<file path="config.mk">
export PLATFORM = sky130hd
export DESIGN_NAME = hand_bbox_detector
export DESIGN_NICKNAME = d
export VERILOG_FILES = /design/src/rtl/hand_pkg.sv /design/src/rtl/bbox_accum.sv /design/src/rtl/hand_bbox_detector.sv
export SDC_FILE = /design/constraint.sdc
export NUM_CORES = 1
export LEC_CHECK = 0
export ABC_CLOCK_PERIOD_IN_PS = 5200
export CORE_MARGIN = 2
export CORE_UTILIZATION = 29
export DETAILED_ROUTE_END_ITERATION = 8
export SLEW_MARGIN = 30
export SYNTH_ARGS = -nofsm -noshare
export SYNTH_HDL_FRONTEND = slang
export SYNTH_SLANG_ARGS = --single-unit
</file>
<file path="constraint.sdc">
create_clock -name VGA_CLK -period 5.2 [get_ports VGA_CLK]
set_input_delay 1.56 -clock VGA_CLK [delete_from_list [all_inputs] [get_ports VGA_CLK]]
set_output_delay 1.56 -clock VGA_CLK [all_outputs]
set_load 0.01 [all_outputs]
</file>
<file path="src/rtl/hand_pkg.sv">
// Shared coordinate types, accumulator init values and FSM states
// for the hand bounding-box detector.
package hand_pkg;
    localparam int COORD_W = 11;

    typedef logic [COORD_W-1:0] coord_t;

    localparam coord_t COORD_MAX = 11'd2047;
    localparam coord_t MIN_INIT  = COORD_MAX;
    localparam coord_t MAX_INIT  = '0;

    typedef enum logic {
        ACCUM,
        UPDATE
    } state_t;
endpackage

</file>
<file path="src/rtl/bbox_accum.sv">
// Per-frame min/max coordinate and saturating hit-count accumulator.
module bbox_accum
    import hand_pkg::*;
#(
    parameter int COUNT_W = 16
) (
    input  logic               clk,
    input  logic               rst,
    input  logic               clear,
    input  logic               hit,
    input  coord_t             x,
    input  coord_t             y,
    output coord_t             min_x,
    output coord_t             min_y,
    output coord_t             max_x,
    output coord_t             max_y,
    output logic [COUNT_W-1:0] count
);

    always_ff @(posedge clk) begin
        if (rst || clear) begin
            min_x <= MIN_INIT;
            min_y <= MIN_INIT;
            max_x <= MAX_INIT;
            max_y <= MAX_INIT;
            count <= '0;
        end else if (hit) begin
            if (x < min_x) min_x <= x;
            if (y < min_y) min_y <= y;
            if (x > max_x) max_x <= x;
            if (y > max_y) max_y <= y;
            if (count != '1) count <= count + 1'b1;
        end
    end

endmodule

</file>
<file path="src/rtl/hand_bbox_detector.sv">
// Thresholds the pixel stream, accumulates a per-frame bounding box and
// publishes it at frame end with miss-frame hysteresis on hand_detected.
module hand_bbox_detector
    import hand_pkg::*;
#(
    parameter int THRESH      = 128,
    parameter int MIN_PIXELS  = 64,
    parameter int MISS_FRAMES = 3,
    parameter int COUNT_W     = 16
) (
    input  logic         VGA_CLK,
    input  logic         RST,
    input  logic [7:0]   pixel_in,
    input  logic         pixel_valid,
    input  logic [12:0]  VGA_H_CNT,
    input  logic [12:0]  VGA_V_CNT,
    input  logic         frame_end,
    output logic [10:0]  hand_x,
    output logic [10:0]  hand_y,
    output logic [10:0]  hand_width,
    output logic [10:0]  hand_height,
    output logic         hand_detected,
    output logic         frame_done
);

    localparam int MISS_W = $clog2(MISS_FRAMES + 1);
    localparam logic [MISS_W-1:0]  MISS_V   = MISS_W'(MISS_FRAMES);
    localparam logic [7:0]         THRESH_V = 8'(THRESH);
    localparam logic [COUNT_W-1:0] MIN_V    = COUNT_W'(MIN_PIXELS);

    state_t              state;
    logic [MISS_W-1:0]   miss_cnt;
    logic [MISS_W-1:0]   miss_next;
    logic                hit;
    logic                pass;
    coord_t              min_x, min_y, max_x, max_y;
    logic [COUNT_W-1:0]  count;
    logic [COORD_W:0]    span_x, span_y;
    coord_t              width, height;

    // Range check on the full 13-bit counters before truncation to 11 bits.
    assign hit = (state == ACCUM) && pixel_valid && (pixel_in >= THRESH_V)
               && (VGA_H_CNT < 13'd2048) && (VGA_V_CNT < 13'd2048);

    bbox_accum #(.COUNT_W(COUNT_W)) u_accum (
        .clk   (VGA_CLK),
        .rst   (RST),
        .clear (state == UPDATE),
        .hit   (hit),
        .x     (VGA_H_CNT[10:0]),
        .y     (VGA_V_CNT[10:0]),
        .min_x (min_x),
        .min_y (min_y),
        .max_x (max_x),
        .max_y (max_y),
        .count (count)
    );

    always_comb begin
        span_x    = {1'b0, max_x} - {1'b0, min_x} + 12'd1;
        span_y    = {1'b0, max_y} - {1'b0, min_y} + 12'd1;
        width     = span_x[COORD_W] ? COORD_MAX : span_x[COORD_W-1:0];
        height    = span_y[COORD_W] ? COORD_MAX : span_y[COORD_W-1:0];
        // min <= max guard keeps an empty frame failing even with MIN_PIXELS = 0
        pass      = (count >= MIN_V) && (min_x <= max_x) && (min_y <= max_y);
        miss_next = (miss_cnt >= MISS_V) ? MISS_V : miss_cnt + 1'b1;
    end

    always_ff @(posedge VGA_CLK) begin
        if (RST) begin
            state         <= ACCUM;
            miss_cnt      <= MISS_V;
            hand_x        <= '0;
            hand_y        <= '0;
            hand_width    <= '0;
            hand_height   <= '0;
            hand_detected <= 1'b0;
            frame_done    <= 1'b0;
        end else begin
            frame_done <= 1'b0;
            case (state)
                ACCUM: begin
                    if (frame_end) state <= UPDATE;
                end
                UPDATE: begin
                    state      <= ACCUM;
                    frame_done <= 1'b1;
                    if (pass) begin
                        hand_x        <= min_x;
                        hand_y        <= min_y;
                        hand_width    <= width;
                        hand_height   <= height;
                        miss_cnt      <= '0;
                        hand_detected <= 1'b1;
                    end else begin
                        miss_cnt      <= miss_next;
                        hand_detected <= (miss_next < MISS_V);
                    end
                end
                default: state <= ACCUM;
            endcase
        end
    end

endmodule

</file>
# ---- Yosys cells after proc, flatten, opt, wreduce, memory -nomap -nowiden
# Index checks and enable logic that the tools add are counted.
dict set report word_totals {
  ff_bits 109
  latch_bits 0
  mem_bits_rw 0
  romBits 0
  inputBits 38
  out_inout_bits 46
  wordCells 54
  n_memories 0
}
dict set report op_classes {
  addsub 6
  mul 0
  div_mod_pow 0
  order_cmp 12
  eq_ne 1
  shifts 0
  mux 8
  bitwise_logic 1
  n_reduce_logical 13
}
# op count
set ops {}
lappend ops {{$lt 13x12->1 const B} 2}
lappend ops {{$add 12x1->12 const B} 2}
lappend ops {{$sub 11x11->12} 2}
lappend ops {{$gt 11x11->1} 2}
lappend ops {{$le 11x11->1} 2}
lappend ops {{$lt 11x11->1} 2}
lappend ops {{$mux 11} 2}
lappend ops {{$add 16x1->16 const B} 1}
lappend ops {{$ge 16x7->1 const B} 1}
lappend ops {{$ne 16x16->1 const B} 1}
lappend ops {{$reduce_and 2->1} 6}
lappend ops {{$ge 8x8->1 const B} 1}
lappend ops {{$logic_and 1x1->1} 6}
lappend ops {{$mux 2} 2}
lappend ops {{$mux 1} 3}
lappend ops {{$add 2x1->2 const B} 1}
lappend ops {{$ge 2x2->1 const B} 1}
lappend ops {{$lt 2x2->1 const B} 1}
lappend ops {{$pmux 1 s2} 1}
lappend ops {{$logic_or 1x1->1} 1}
lappend ops {{$not 1->1} 1}

# ---- Logic depth before layout (Yosys ltp)
# Gate-level depths: netlist (run 1).
dict set report depth {
  ltp_word 6
  ltp_mapped 13
  depth_no_buf 12
}

# ---- By module
# From an unflattened synthesis (run 1), not the netlist that was laid out.
dict set report unflattened {
  cells_unflattened 900
  hier_area_um2 7633.6
}
# mod instances cells_per_inst area_each_um2 seq_area_each_um2
set by_module_without_submodules {}
lappend by_module_without_submodules {hand_bbox_detector 1 483 4125.2 980.9}
lappend by_module_without_submodules {bbox_accum 1 417 3508.4 1201.2}

# ---- Least setup slack after synthesis (run 1)
# OpenSTA, ideal clock, no wires.
dict set report synth_path {
  path_type {input to register}
  startpoint {input VGA_V_CNT[4]}
  endpoint {register u_accum.max_y[0]}
  setup_ps 128
  t_arrival_ps 3234
  required_time_ps 5072
  path_slack_ps 1838
  cell_stages 9
  n_path_buf 1
  path_cell_list {ha_1 a21o_1 a21o_1 a21oi_1 nor2_1 o311ai_1 buf_2 mux2i_1 nor2_1}
}
dict set report synth_between {
  elab_chain_len 3
  word_cells_on_any_way 4
  cone_classes {order compare (2); reduce/logical (2)}
}
# item line
set synth_lines {}
lappend synth_lines {{start: declaration} hand_bbox_detector.sv:16} ;# input logic [12:0] VGA_V_CNT,
lappend synth_lines {{$lt 13x12->1} hand_bbox_detector.sv:43} ;# && (VGA_H_CNT < 13'd2048) && (VGA_V_CNT < 13'd2048);
lappend synth_lines {{$logic_and 1x1->1} hand_bbox_detector.sv:43}
lappend synth_lines {{$reduce_and 2->1 (no source line) *} n/a}
lappend synth_lines {{end signal: assignment} bbox_accum.sv:31} ;# if (y > max_y) max_y <= y;
lappend synth_lines {{end: declaration} bbox_accum.sv:16} ;# output coord_t max_y,
# Every way passes the cells marked *; elsewhere a longest branch is shown, timed or not.
# A chain may end at the register's enable or synchronous reset.

# ---- Final worst setup path (run 1)
dict set report layout_path {
  startpoint {input VGA_H_CNT[12]}
  endpoint {register u_accum.count[13]}
}
dict set report layout_between {
  elab_chain_len 4
}
# item line
set layout_lines {}
lappend layout_lines {{start: declaration} hand_bbox_detector.sv:15} ;# input logic [12:0] VGA_H_CNT,
lappend layout_lines {{$lt 13x12->1} hand_bbox_detector.sv:43}
lappend layout_lines {{$logic_and 1x1->1 (2 in series)} hand_bbox_detector.sv:43}
lappend layout_lines {{$reduce_and 2->1 (no source line)} n/a}
lappend layout_lines {{end signal: assignment} bbox_accum.sv:32} ;# if (count != '1) count <= count + 1'b1;
lappend layout_lines {{end: declaration} bbox_accum.sv:17} ;# output logic [COUNT_W-1:0] count
# No other way between the ends.

==> impl_metrics.tcl, run 1 <==
set metrics [dict create \
    cp_slowest_cell "and4_1" \
    fin_setup_tns_ns 0 \
    ys_ff_latch 109 \
    rows 56 \
    cp.buffers_inverters 1 \
    tightest_slew_ns 0.8409 \
    grt_antenna_before_repair 0 \
    peakVddDrop_uv 110.1 \
    drtPass1Iterations 4 \
    synth_cell_types 57 \
    cts_tree "yes" \
    placedCellCount 1135 \
    powerDensity_nw_per_um2 199.8 \
    clock_path_buffers 2 \
    worst-setup-path-type "in -> reg" \
    max-slew-margin-rel 0.4381 \
    synth_top_family_by_area "adder cells" \
    antenna_cells 0 \
    vias 5332 \
    cts_resized 0 \
    synth-compound-area-share 0.1374 \
    critPathMaxStageDelay_ns 0.54 \
    final_cell_area_um2 8243 \
    start_util 0.2942 \
    period_minus_slack_ns 3.743 \
    final_max_slew_viol_count 0 \
    drc_errors 0 \
    via_per_inst 4.632 \
    cp.required_ns 5.49 \
    cts_max_level 3 \
    clock_latency_ns 0.37 \
    drtAntennaViolNets 0 \
    p_clk_frac 0.420 \
    drive_gt1_frac 0.06490 \
    max_freq_ghz 0.2671 \
    internal_power_mw 1.228 \
    synth_nets 902 \
    fin_ws_ns 1.457 \
    syn_area_per_cell_um2 9.044 \
    worst_setup_path_end_kind "flip-flop" \
    dieArea_um2 24920 \
    place_area_um2 7940 \
    grt_setup_unrepaired "false" \
    ios 84 \
    die_h_um 157.9 \
    pwr-share-seq 0.511 \
    cts-buffers-inserted 9 \
    path_clk_slew_ns 0.08 \
    report.power.total_mw 1.647 \
    gp_congestion 0.8313 \
    setup_viol 0 \
    dpl.hpwl_mm 12.78 \
    grt-ovfl-total 0 \
    wirelength_mm 16.30 \
    synthCells 759 \
    netlist.area_leader.share 0.3179 \
    synth.most_common_cell "dfxtp_1" \
    nets 970 \
    dp_slack_ns 1.058 \
    grt_max_degree 39 \
    yosys.area.top_type "dfxtp_1" \
    netlist_area_um2 6864 \
    grt_pass1_vias 5201 \
    synthMuxAreaShare 0.09333 \
    post_cts_buffers 0 \
    drt-initial-drc-count 219 \
    cts_root_buf "clkbuf_16" \
    instances_no_fill 1151 \
    yosysSeqAreaShare 0.3179 \
    final_hold_viol_count 0 \
    yosys.area_share.simple 0.1487 \
    core_um2 23330 \
    hp-class "reg -> reg" \
    cp_max_fo 9 \
    layout-area-overhead-vs-synth_pct 20.09 \
    wl_per_cell_um 14.16 \
    grt_usage 0.1365 \
    synth_area_leaders "dfxtp_1 (32%), ha_1 (18%), mux2i_1 (9.3%), nor2_1 (5.7%), inv_1 (3.7%)" \
    leakage_nw 3.697 \
    port_buffers 76 \
    ys.flop_type "dfxtp_1" \
    crit_family "simple AND/OR/NAND/NOR gates" \
    grt_pass1_wl_mm 26.76 \
    synth-edff-count 0 \
    cp-start-kind "input port" \
    synth-adder-area-share 0.2018 \
    hold_buffers 0 \
    cts.sinks 109 \
    period_share 0.7199 \
    async_reset_ff_frac 0 \
    path_cells "clkdlybuf4s50_1, nor4_1, and4_1, o41a_1, nand3_1, or3_1, a21oi_1" \
    worstPathArrival_ns 4.03 \
    p_comb_frac 0.069 \
    skew_ns 0.02104 \
    ys_top_cells_by_count "dfxtp_1 (109), nor2_1 (105), ha_1 (101), inv_1 (67), mux2i_1 (64)" \
    outcome "finished, final reports clean" \
    fp.dieW_um 157.9 \
    drv_cap 0 \
    p_switching_mw 0.4187 \
    synthXorXnorAreaFrac 0.03956 \
    ys_warn_count 0 \
    switching_share 0.2543 \
]
metal layers:
layer | part of all wire | track usage | vias to the layer above | routed length [um]
met4 | 0.011 | 0.03420 | 0 | 182
met3 | 0.037 | 0.02847 | 10 | 606
met5 | 0 | 0 | - | 0
li1 | - | - | 2773 | -
met2 | 0.45 | 0.2170 | 66 | 7306
met1 | 0.50 | 0.1881 | 2483 | 8207
final cells by class:
class / count / area (um2)
fill: 2393 / 15090
multi-input combinational: 555 / 4272
sequential: 109 / 2182
timing repair buffer: 85 / 835.8
tap: 319 / 399.1
inverter: 67 / 251.5
clock buffer: 9 / 225.2
clock inverter: 7 / 77.57
cell families after synthesis:
family,Yosys count
XOR/XNOR,31
AND/OR/NAND/NOR,222
multiplexers,64
AO/OA/AOI/OAI,129
flip-flops,109
buffers and inverters,95
adder cells (fa/ha/maj),109
worst reg2reg max path, cell delays in order (launching register included):
cell and delay (ns):
dfxtp_1 0.38, ha_1 0.25, fa_1 0.36, a21oi_1 0.14, a21oi_1 0.08, o311ai_0 0.72
o211ai_2 0.31, nor2_4 0.72, buf_12 0.32, mux2i_1 0.23, nor2_1 0.05
stage by stage:
step	hold slack (ns)	util
finish	0.4967	0.3533
global placement	0.4749	0.3403
CTS	0.5011	0.3533
global route	0.5201	0.3533
floorplan	0.4604	-
detailed placement	0.4835	0.3403
cell usage in the layout, fill, tap and decap left out, types with 2 or more instances in the layout:
master,Yosys,final
a211oi_1,13,13
a211oi_2,14,14
a21o_1,16,16
a21oi_1,28,28
a31oi_1,4,4
and3_1,5,5
and4_1,5,5
buf_4,2,8
clkbuf_16,0,9
clkdlybuf4s50_1,0,75
clkinv_8,0,2
dfxtp_1,109,109
fa_1,4,4
ha_1,101,101
inv_1,67,67
inv_6,0,2
maj3_1,3,3
mux2i_1,64,64
nand2_1,42,42
nand2b_1,4,4
nand3_1,11,11
nand4_1,13,13
nor2_1,105,104
nor2_2,4,5
nor2b_1,6,6
nor3_1,8,8
nor4_1,4,4
o2111ai_1,2,2
o211ai_1,9,9
o21a_1,4,4
o21ai_0,20,20
o21bai_1,5,5
o31ai_1,2,2
or2_2,3,3
or3_1,7,7
xnor2_1,20,20
xor2_1,11,11
final timing paths:
| path | cells past startpoint | slack (ns) | endpoint | startpoint |
|---|---|---|---|---|
| setup / recovery | 7 | 1.46 | u_accum.count[13]$_SDFFE_PP0P_ | VGA_H_CNT[12] |
| hold / removal | 2 | 0.50 | u_accum.max_x[1]$_SDFFE_PP0P_ | u_accum.max_x[1]$_SDFFE_PP0P_ |
| setup reg to reg | 10 | 1.50 | hand_x[3]$_SDFFE_PP0P_ | u_accum.min_y[1]$_SDFFE_PP1P_ |
| hold reg to reg | 2 | 0.50 | u_accum.max_x[1]$_SDFFE_PP0P_ | u_accum.max_x[1]$_SDFFE_PP0P_ |
power by group through the flow:
stage	Sequential [mW]	Clock (mW)	Combinational (mW)
detailed placement	0.861	0	0.115
global placement	0.861	0	0.113
finish	0.841	0.692	0.114
CTS	0.841	0.717	0.115
global route	0.842	0.742	0.128
floorplan	0.859	0	0.0595
sequential cells by signal (all words and copies together), names as in the netlist:
register	flops
state	1
u_accum.max_x	11
u_accum.min_x	11
u_accum.max_y	11
hand_detected	1
hand_x	11
hand_height	11
u_accum.count	16
miss_cnt	2
hand_width	11
hand_y	11
frame_done	1
u_accum.min_y	11
No activity file was read; power rests on OpenSTA's default activity.
==> inputs of run 2 (changes only) <==
--- a/config.mk
+++ b/config.mk
@@ -5,7 +5,7 @@
 export SDC_FILE = /design/constraint.sdc
 export NUM_CORES = 1
 export LEC_CHECK = 0
-export ABC_CLOCK_PERIOD_IN_PS = 5200
+export ABC_CLOCK_PERIOD_IN_PS = 3600
 export CORE_MARGIN = 2
 export CORE_UTILIZATION = 29
 export DETAILED_ROUTE_END_ITERATION = 8
==> constraint.sdc (replaced) <==
create_clock -name VGA_CLK -period 3.6 [get_ports VGA_CLK]
set_input_delay 1.08 -clock VGA_CLK [delete_from_list [all_inputs] [get_ports VGA_CLK]]
set_output_delay 1.08 -clock VGA_CLK [all_outputs]
set_load 0.01 [all_outputs]
==> run 2 against run 1 <==
  * Clock skew down 0.00097 ns
  * Critical endpoint is now hand_width[10]$_SDFFE_PP0P_
  * Critical path depth up 6
  * Worst setup slack worse by 1.0 ns
  * Utilization up 0.34 points
  * Wire length up 2.1%
  * Clock-buffer cell count unchanged
  * Highest routed layer unchanged
  * Cell area up 0.96%
  * Sequential power up 44%
  * Cell count up 0.96%
  * Critical path type is now reg -> reg
  * Hold slack better by 0.0014 ns
==> impl_metrics.tcl, run 2 (synthesis gave the netlist of run 1 again) <==
set metrics [dict create \
    period_minus_slack_ns 3.172 \
    dpl.hpwl_mm 12.90 \
    die_h_um 157.9 \
    largest-register "u_accum.count" \
    drt-initial-drc-count 255 \
    cts-buffers-inserted 9 \
    drc_errors 0 \
    final_max_slew_viol_count 0 \
    final_hold_viol_count 0 \
    wl_met3_um 782 \
    post_cts_buffers 0 \
    largest_register_ffs 16 \
    layout-area-overhead-vs-synth_pct 21.24 \
    cp-start-kind "flip-flop" \
    drive_gt1_frac 0.07711 \
    core_um2 23330 \
    nets 981 \
    fp.dieW_um 157.9 \
    period_share 0.8811 \
    wirelength_mm 16.64 \
    powerDensity_nw_per_um2 287.8 \
    grt_pass1_wl_mm 26.78 \
    drtAntennaViolNets 0 \
    cp_max_fo 3 \
    cp.required_ns 3.83 \
    worstPathArrival_ns 3.40 \
    hp-class "reg -> reg" \
    grt_max_degree 39 \
    clock_path_buffers 2 \
    dr_wl_met2_mm 7.417 \
    grt-ovfl-total 0 \
    worst-setup-path-type "reg -> reg" \
    worst_r2r_path_depth 13 \
    rows 56 \
    dieArea_um2 24920 \
    tightest_slew_ns 0.8878 \
    via_per_inst 4.673 \
    cts_max_level 3 \
    layout_commonest_cell "dfxtp_1" \
    peakVddDrop_uv 235.0 \
    max_freq_ghz 0.3153 \
    grt_antenna_before_repair 0 \
    setup_viol 0 \
    port_buffers 76 \
    worst_setup_path_end_kind "flip-flop" \
    drtPass1Iterations 5 \
    max-slew-margin-rel 0.4081 \
    grt_usage 0.1371 \
    fin_setup_tns_ns 0 \
    antenna_cells 0 \
    met1_length_mm 8.211 \
    clock_latency_ns 0.37 \
    grt_setup_unrepaired "false" \
    leakage_nw 3.755 \
    path_clk_slew_ns 0.08 \
    grt_pass1_vias 5121 \
    top_layer_used "met4" \
    outcome "finished, final reports clean" \
    hold_buffers 0 \
    ios 84 \
    whs_path_depth 2 \
    nFillCells 2393 \
    wl_per_cell_um 14.32 \
    start_util 0.2942 \
    vias 5430 \
    gp_congestion 0.8096 \
    cts.sinks 109 \
    place_area_um2 8023 \
    drv_cap 0 \
    cts_resized 0 \
    cts_root_buf "clkbuf_16" \
    final_cell_mix "dfxtp_1 (109), nor2_1 (104), ha_1 (101), clkdlybuf4s50_1 (75), inv_1 (67)" \
    skew_ns 0.02008 \
    final_cell_area_um2 8322 \
    cts_tree "yes" \
]
-- run 2: per-layer routing --
layer / vias to the layer above / track usage
li1: 2793 / -
met3: 14 / 0.02847
met4: 0 / 0.04242
met5: - / 0
met1: 2534 / 0.1864
met2: 89 / 0.2174
-- run 2: critical path: stages (launching register included) --
cell       delay, ns
dfxtp_1         0.33
inv_1           0.07
ha_1            0.33
inv_1           0.06
ha_1            0.21
fa_1            0.45
a221oi_2        0.36
o211ai_1        0.18
a41oi_1         0.24
o21bai_1        0.10
xnor2_1         0.15
a2111oi_0       0.32
buf_4           0.19
a211oi_1        0.06
-- run 2: final cells by class --
cell class              count  area [um2]  share of cell area
well taps                 319       399.1             0.04796
repair buffers             96       918.4              0.1104
clock buffers               9       225.2             0.02706
flip-flops and latches    109        2182              0.2622
clock inverters             7       73.82            0.008871
inverters                  67       251.5             0.03022
multi-input cells         555        4272              0.5133
-- run 2: power by group --
| group | leakage, nW | switching (mW) | internal (mW) |
|---|---|---|---|
| clock | 0.148 | 0.518 | 0.495 |
| combinational | 2.73 | 0.0938 | 0.0733 |
| sequential | 0.879 | 0.00512 | 1.21 |
| total | 3.76 | 0.617 | 1.78 |
-- run 2: path summary, 6_finish.rpt --
path	from	slack, ns	endpoint
setup / recovery	u_accum.max_x[1]$_SDFFE_PP0P_	0.43	hand_width[10]$_SDFFE_PP0P_
hold / removal	hand_x[5]$_SDFFE_PP0P_	0.50	hand_x[5]$_SDFFE_PP0P_
setup reg to reg	u_accum.max_x[1]$_SDFFE_PP0P_	0.43	hand_width[10]$_SDFFE_PP0P_
hold reg to reg	hand_x[5]$_SDFFE_PP0P_	0.50	hand_x[5]$_SDFFE_PP0P_
-- run 2: per-stage QoR --
stage            util  cells  worst slack [ns]  hold WS [ns]  power [mW]
5_1_grt        0.3567   1162            0.1751        0.5255       2.489
3_3_place_gp   0.3438   1146            0.1953        0.4756       1.409
4_1_cts        0.3567   1162            0.4538        0.5068       2.429
6_report       0.3567   1162            0.4280        0.4980       2.395
2_1_floorplan       -    759            0.7152        0.4604       1.327
3_5_place_dp   0.3438   1146            0.1966        0.4846       1.410
==> inputs of run 3 (changes only) <==
--- a/config.mk
+++ b/config.mk
@@ -7,9 +7,11 @@
 export LEC_CHECK = 0
 export ABC_CLOCK_PERIOD_IN_PS = 3600
 export CORE_MARGIN = 2
-export CORE_UTILIZATION = 29
+export CORE_UTILIZATION = 50
 export DETAILED_ROUTE_END_ITERATION = 8
+export PLACE_DENSITY = 0.72
 export SLEW_MARGIN = 30
 export SYNTH_ARGS = -nofsm -noshare
 export SYNTH_HDL_FRONTEND = slang
+export SYNTH_HIERARCHICAL = 1
 export SYNTH_SLANG_ARGS = --single-unit
==> run 3 against run 2 <==
  * Combinational power is 19% higher
  * Clock-buffer cell count increased by 3
  * Cell count down 1.3%
  * Fmax increased by 3.2%
  * Non-clock buffer count shrank 2
  * Largest cell class unchanged
  * Wire length increased by 4.7%
  * Sequential share of layout area shrank 1.5 points
  * Worst setup slack gained 0.097 ns
  * Global-route usage is 8.2 points higher
  * Power increased by 3.1%
  * Flip-flop and latch count unchanged
==> impl_metrics.tcl, run 3 <==
set metrics [dict create \
    wirelength_mm 17.43 \
    max_freq_ghz 0.3252 \
    vias 6646 \
    instances_no_fill 1147 \
    dpl.hpwl_mm 13.38 \
    synth_nets 1042 \
    peakVddDrop_uv 217.6 \
    skew_ns 0.008316 \
    utilization 0.5867 \
    multiInputGateArea_um2 4707 \
    core_um2 15030 \
    die_h_um 127.6 \
    cts-buffers-inserted 9 \
    clock_latency_ns 0.36 \
    synth_cell_types 76 \
    ys_top_cells_by_count "inv_1 (131), dfxtp_1 (109), ha_1 (100), a21oi_1 (75), o211ai_1 (48)" \
    grt_pass1_vias 5979 \
    cts_root_buf "clkbuf_16" \
    cp_max_fo 10 \
    period_minus_slack_ns 3.075 \
    cts.sinks 109 \
    tightest_slew_ns 0.7803 \
    period_share 0.8541 \
    outcome "finished, final reports clean" \
    final_max_slew_viol_count 0 \
    drive_gt1_frac 0.1022 \
    worst_setup_path_end_kind "flip-flop" \
    leakage_nw 3.642 \
    ys_ff_latch 109 \
    cp.buffers_inverters 2 \
    grt_usage 0.2189 \
    worst-setup-path-type "reg -> reg" \
    drc_errors 0 \
    wl_per_cell_um 15.19 \
    hold_buffers 0 \
    netlist.area_leader.share 0.2859 \
    grt-ovfl-total 0 \
    cp-start-kind "flip-flop" \
    max-slew-margin-rel 0.4779 \
    synth-adder-area-share 0.1744 \
    final_cell_mix "inv_1 (131), dfxtp_1 (108), ha_1 (100), a21oi_1 (75), clkdlybuf4s50_1 (75)" \
    path_clk_slew_ns 0.08 \
    nets 1096 \
    via_per_inst 5.794 \
    layout-area-overhead-vs-synth_pct 15.54 \
    rows 45 \
    powerDensity_nw_per_um2 279.9 \
    synth.most_common_cell "inv_1" \
    report.power.total_mw 2.469 \
    antenna_cells 0 \
    synth_top_family_by_area "compound AO/OA/AOI/OAI gates" \
    cts_max_level 3 \
    grt_setup_unrepaired "false" \
    grt_pass1_wl_mm 29.31 \
    cts_resized 0 \
    synth-edff-count 0 \
    start_util 0.5078 \
    largest_register_ffs 16 \
    port_buffers 76 \
    netlist_area_um2 7634 \
    cp_slowest_cell "and4bb_1" \
    synth_area_leaders "dfxtp_1 (29%), ha_1 (16%), inv_1 (6.4%), a21oi_1 (4.9%), o211ai_1 (4.7%)" \
    layout_commonest_cell "inv_1" \
    fin_setup_tns_ns 0 \
    setup_viol 0 \
    drtAntennaViolNets 0 \
    grt_max_degree 64 \
    nFillCells 1363 \
    async_reset_ff_frac 0 \
    hp-class "reg -> reg" \
    cts_tree "yes" \
    synthCells 900 \
    synthXorXnorAreaFrac 0.02754 \
    synth-compound-area-share 0.2677 \
    ys.flop_type "dfxtp_1" \
    cp.required_ns 3.81 \
    post_cts_buffers 0 \
    drt-initial-drc-count 453 \
    critPathMaxStageDelay_ns 0.64 \
    drtPass1Iterations 5 \
    yosys.area.top_type "dfxtp_1" \
    ios 84 \
    path_cells "inv_1, ha_1, inv_1, ha_1, fa_1, a21oi_1, o2111a_1, o21ba_1, a211oi_2, and4bb_1, a221oi_2" \
    yosysSeqAreaShare 0.2859 \
    clock_path_buffers 2 \
    fp.dieW_um 127.6 \
    worstPathArrival_ns 3.29 \
    largest-register "u_accum/count" \
    dieArea_um2 16270 \
    ys_warn_count 6 \
    final_hold_viol_count 0 \
    seq_area_um2 2183 \
    crit_family "adder cells" \
    gp_congestion 0.8739 \
    synthMuxAreaShare 0.001475 \
    syn_area_per_cell_um2 8.482 \
    placedCellCount 1131 \
    grt_antenna_before_repair 1 \
    drv_cap 0 \
    yosys.area_share.simple 0.1434 \
]
-- run 3: cell families (layout without fill, tap and decap cells) --
| kind of cell | after synthesis | in the layout |
|---|---|---|
| AO/OA/AOI/OAI | 284 | 284 |
| buffers and inverters | 182 | 241 |
| multiplexers | 1 | 1 |
| adder cells (fa/ha/maj) | 104 | 104 |
| flip-flops | 109 | 109 |
| AND/OR/NAND/NOR | 196 | 196 |
| XOR/XNOR | 24 | 24 |
-- run 3: layer usage --
layer,vias up,share of wire,track usage
met5,-,0,0
met4,0,0.019,0.07369
met3,20,0.045,0.02596
met2,167,0.41,0.3190
met1,3072,0.52,0.3332
li1,3387,-,-
-- run 3: final timing paths --
path,startpoint,endpoint,slack (ns),cells past startpoint
hold reg to reg,hand_height[1]$_SDFFE_PP0P_,hand_height[1]$_SDFFE_PP0P_,0.46,2
setup reg to reg,u_accum/max_y[1]$_SDFFE_PP0P_,hand_height[0]$_SDFFE_PP0P_,0.53,11
hold / removal,hand_height[1]$_SDFFE_PP0P_,hand_height[1]$_SDFFE_PP0P_,0.46,2
setup / recovery,u_accum/max_y[1]$_SDFFE_PP0P_,hand_height[0]$_SDFFE_PP0P_,0.53,11
-- run 3: final cells by class --
type / instances / share of cell area
Clock inverter: 4 / 0.006242
Sequential cell: 109 / 0.2476
Multi-Input combinational cell: 609 / 0.5337
Inverter: 131 / 0.05575
Tap cell: 188 / 0.02667
Clock buffer: 12 / 0.02908
Timing Repair Buffer: 94 / 0.1010
-- run 3: tightest hold or removal path, cell delays in order, from the launching register on --
cell	delay (ns)
dfxtp_1	0.31
inv_1	0.06
a221oi_2	0.05
-- run 3: per-stage QoR --
stage / hold slack [ns] / area [um2] / worst slack, ns
floorplan: 0.4410 / 7634 / 0.8296
global placement: 0.4474 / 8508 / 0.2489
detailed placement: 0.4518 / 8508 / 0.2328
CTS: 0.4622 / 8820 / 0.5091
global route: 0.4894 / 8820 / 0.3258
finish: 0.4586 / 8820 / 0.5253
-- run 3: power breakdown --
group	total (mW)	switching [mW]	internal (mW)
logic	0.198	0.119	0.0789
clock network	1.06	0.473	0.583
registers	1.22	0.00530	1.21
total	2.47	0.597	1.87
==> variant 1: new RTL, flow settings as in run 1 <==
Make the reset (`RST`) asynchronous in one clocked block.
--- a/src/rtl/hand_bbox_detector.sv
+++ b/src/rtl/hand_bbox_detector.sv
@@ -66,7 +66,7 @@
         miss_next = (miss_cnt >= MISS_V) ? MISS_V : miss_cnt + 1'b1;
     end
 
-    always_ff @(posedge VGA_CLK) begin
+    always_ff @(posedge VGA_CLK or posedge RST) begin
         if (RST) begin
             state         <= ACCUM;
             miss_cnt      <= MISS_V;
Check against the original RTL: differs if RST is asserted again (counterexample within 4 cycles, from zero or initial values and one cycle with RST high); with RST held inactive, the same outputs for 10 cycles.
==> variant 1 against run 1 <==
- non-clock buffer count fell by 4
- clock power increased by 0.7%
- worst setup slack improved by 0.043 ns
- sequential cell count unchanged
- area after synthesis increased by 5.9%
- routed wire length is 8.6% higher
- design area increased by 4.4%
- power is 1.2% higher
==> variant 1: results (changes against run 1) <==
status -> completed
critical-path maximum fanout -> 10 (+1)
M1 WL -> 8825 um (+7.5%)
largest cells by area after synthesis -> ha_1 (17%), dfxtp_1 (17%), dfrtp_1 (16%)
Met3 Wirelength -> 774 um (+28%)
HPWL Detailed -> 13530 um (+5.9%)
Post-Synth XOR/XNOR Area -> 3.735% (-0.22 points)
Layout fillers -> 2480 (+3.6%)
maximum vdd drop -> 0.1408 mV (+28%)
CP peak stage delay -> 0.66 ns (+0.12 ns)
Critical-path top delay cell -> a211oi_1
clk_skew -> 0.01342 ns (-0.007621 ns)
Max transition margin -> 40.78% (-3.0 points)
DR WL/cell -> 15.43 um (+9.0%)
Place WS -> 1.081 ns (+0.02327 ns)
GRT Overall Usage -> 13.77% (+0.12 points)
final-stage net count -> 961 (-0.93%)
vias in the first global route -> 5558 (+6.9%)
Post-Syn Nets -> 904 (+0.22%)
Synth async-reset ratio -> 44.95% (+45 points)
sequential element share of the synthesized area -> 33.43% (+1.6 points)
first-pass GRT wire length -> 29210 um (+9.2%)
final std cells w/o fill -> 1147 (-0.35%)
mux cell area share after synthesis -> 5.284% (-4.0 points)
Worst EP arrival -> 3.98 ns (-0.05 ns)
Iteration-0 DRC Markers -> 323 (+47%)
DR pass1 iterations -> 5 (+1)
R2R cell count -> 8 (-2)
[variant 1: final timing paths]
kind	from	endpoint	slack, ns
min in group asynchronous	RST	hand_y[7]	1.83
worst min-delay path	u_accum.max_x[1]	u_accum.max_x[1]	0.48
worst min register to register	u_accum.max_x[1]	u_accum.max_x[1]	0.48
worst max-delay path	VGA_H_CNT[12]	u_accum.max_x[2]	1.50
max in group asynchronous	RST	hand_y[6]	2.92
worst max register to register	u_accum.min_y[4]	hand_x[4]	2.05
[variant 1: report_power, final]
group,leakage [uW],switching [uW],total (uW),internal (uW)
registers,0.00116,4.74,849,845
logic,0.00251,72.3,121,48.4
clock network,0.000146,324,697,373
total,0.00382,401,1670,1270
[variant 1: layout make-up]
cell class              instances  area (um^2)  area share (%)
repair buffers                 81        798.3           9.276
clock buffers                  13        271.5           3.155
clock inverters                 3        26.28          0.3053
well taps                     324        405.4           4.711
multi-input cells             550         4423           51.40
flip-flops and latches        109         2430           28.23
inverters                      67        251.5           2.922
==> variant 2: new RTL, flow settings as in run 1 <==
Made on the original files. `COUNT_W` is set to 16 in 2 places; all go to 14.
--- a/src/rtl/bbox_accum.sv
+++ b/src/rtl/bbox_accum.sv
@@ -2,7 +2,7 @@
 module bbox_accum
     import hand_pkg::*;
 #(
-    parameter int COUNT_W = 16
+    parameter int COUNT_W = 14
 ) (
     input  logic               clk,
     input  logic               rst,
--- a/src/rtl/hand_bbox_detector.sv
+++ b/src/rtl/hand_bbox_detector.sv
@@ -6,7 +6,7 @@
     parameter int THRESH      = 128,
     parameter int MIN_PIXELS  = 64,
     parameter int MISS_FRAMES = 3,
-    parameter int COUNT_W     = 16
+    parameter int COUNT_W     = 14
 ) (
     input  logic         VGA_CLK,
     input  logic         RST,
Check against the original RTL: same outputs for any inputs over 10 cycles, from zero or initial values and one cycle with RST high; that may be too few to reach the edited logic, so the function may still have changed.
==> variant 2 against run 1 <==
- routed wire length is 1.5% higher
- clock skew is 0.0085 ns lower
- sequential cell count down 2
- power rose by 0.22%
- worst setup slack got worse by 0.094 ns
- design area fell by 3.8%
- worst hold slack lost 0.043 ns
- core utilization hardly changed
- global-route usage increased by 0.54 points
- register-to-register slack better by 0.22 ns
- area after synthesis fell by 4.5%
- synthesized cell count up 0.79%
- largest power group unchanged
==> variant 2: results (changes against run 1) <==
status -> completed
Place WS -> 0.8889 ns (-0.1687 ns)
clk_skew -> 0.01258 ns (-0.008464 ns)
top-area cell type share of the netlist area -> 32.68% (+0.89 points)
GRT Overall Usage -> 14.19% (+0.54 points)
largest cells by area after synthesis -> dfxtp_1 (33%), ha_1 (19%), nand2_1 (4.8%)
P_leak -> 0.003534 uW (-4.4%)
top cells by instance count after synthesis -> dfxtp_1 (107), ha_1 (101), nand2_1 (83)
layout cells sized above 1 -> 3.713% (-2.8 points)
Slew @ Worst Pin -> 0.7507 ns (-0.09019 ns)
crit path setup slack, layout -> 1.363 ns (-0.09356 ns)
Compound-Gate Fraction of Synth Area -> 17.09% (+3.3 points)
RR Endpoint -> hand_height[9]
Worst EP arrival -> 4.06 ns (+0.03 ns)
largest net degree at the start of global routing -> 50 (+28%)
final-stage net count -> 973 (+0.31%)
critical-path maximum fanout -> 6 (-3)
Layout fillers -> 2318 (-3.1%)
DR WL/cell -> 14.77 um (+4.3%)
Placer Congestion -> 0.7812 (-6.0%)
Adder-Cell Fraction of Synth Area -> 20.96% (+0.78 points)
R2R cell count -> 11 (+1)
R2R setup slack -> 1.72 ns (+0.22 ns)
Crit. Startpoint -> VGA_H_CNT[5]
first-pass GRT wire length -> 27160 um (+1.5%)
Vias/cell -> 4.849 (+4.7%)
maximum vdd drop -> 0.1689 mV (+53%)
Yosys cell types -> 54 (-5.3%)
Critical-path top delay cell -> a21oi_1
sequential element share of the synthesized area -> 32.68% (+0.89 points)
## variant 2: per-layer routing
layer  vias up  wire length, um  global-route usage [%]
met5         -                0                       0
met4         0              236                   3.836
met3        16              642                   3.054
met2        89             7785                   24.47
met1      2510             7883                   17.97
li1       2816                -                       -
## variant 2: how the worst min path moves through the flow
stage | from | end | slack [ns] | cells past startpoint
floorplan | u_accum.min_x[0] | hand_x[0] | 0.45 | 2
global placement | hand_y[4] | hand_y[4] | 0.44 | 2
detailed placement | hand_y[4] | hand_y[4] | 0.45 | 2
global route | hand_y[3] | hand_y[3] | 0.48 | 2
finish | hand_y[3] | hand_y[3] | 0.45 | 2
CTS | hand_y[4] | hand_y[4] | 0.46 | 2
## variant 2: cells by family (layout without fill, tap and decap cells)
| family | Yosys count | in the layout |
|---|---|---|
| multiplexers | 27 | 27 |
| flip-flops | 107 | 107 |
| AND/OR/NAND/NOR | 240 | 240 |
| AO/OA/AOI/OAI | 171 | 171 |
| adder cells (fa/ha/maj) | 108 | 108 |
| buffers and inverters | 86 | 156 |
| XOR/XNOR | 26 | 26 |
## variant 2: final cells by class
class / instances / area share, %
multi-input cells: 572 / 51.90
flip-flops and latches: 107 / 27.02
repair buffers: 80 / 9.942
well taps: 285 / 4.497
clock buffers: 10 / 3.014
inverters: 60 / 2.840
clock inverters: 6 / 0.7890
## variant 2: report_power, final
group | switching, uW | leakage (uW) | internal (uW) | total [uW]
sequential | 4.71 | 0.000863 | 823 | 828
clock | 353 | 0.000149 | 353 | 706
combinational | 66.0 | 0.00252 | 50.7 | 117
## variant 2: stage by stage
| stage | cells | cell area (um^2) | hold WS, ns | total power, uW | util [%] |
|---|---|---|---|---|---|
| after CTS | 1120 | 7926 | 0.4579 | 1678 | 35.33 |
| after floorplan | 765 | 6554 | 0.4453 | 908.7 | - |
| after global routing | 1120 | 7929 | 0.4781 | 1721 | 35.34 |
| after global placement | 1104 | 7605 | 0.4410 | 962.2 | 33.90 |
| final | 1120 | 7929 | 0.4541 | 1650 | 35.34 |
| after detailed placement | 1104 | 7625 | 0.4464 | 964.6 | 33.99 |
## variant 2: critical path, delay by kind of cell
family	cells	cell delay [ns]
compound gates	3	0.95
buf+inv	2	0.81
fa+ha+maj	1	0.36
simple gates	2	0.19
mux	1	0.19
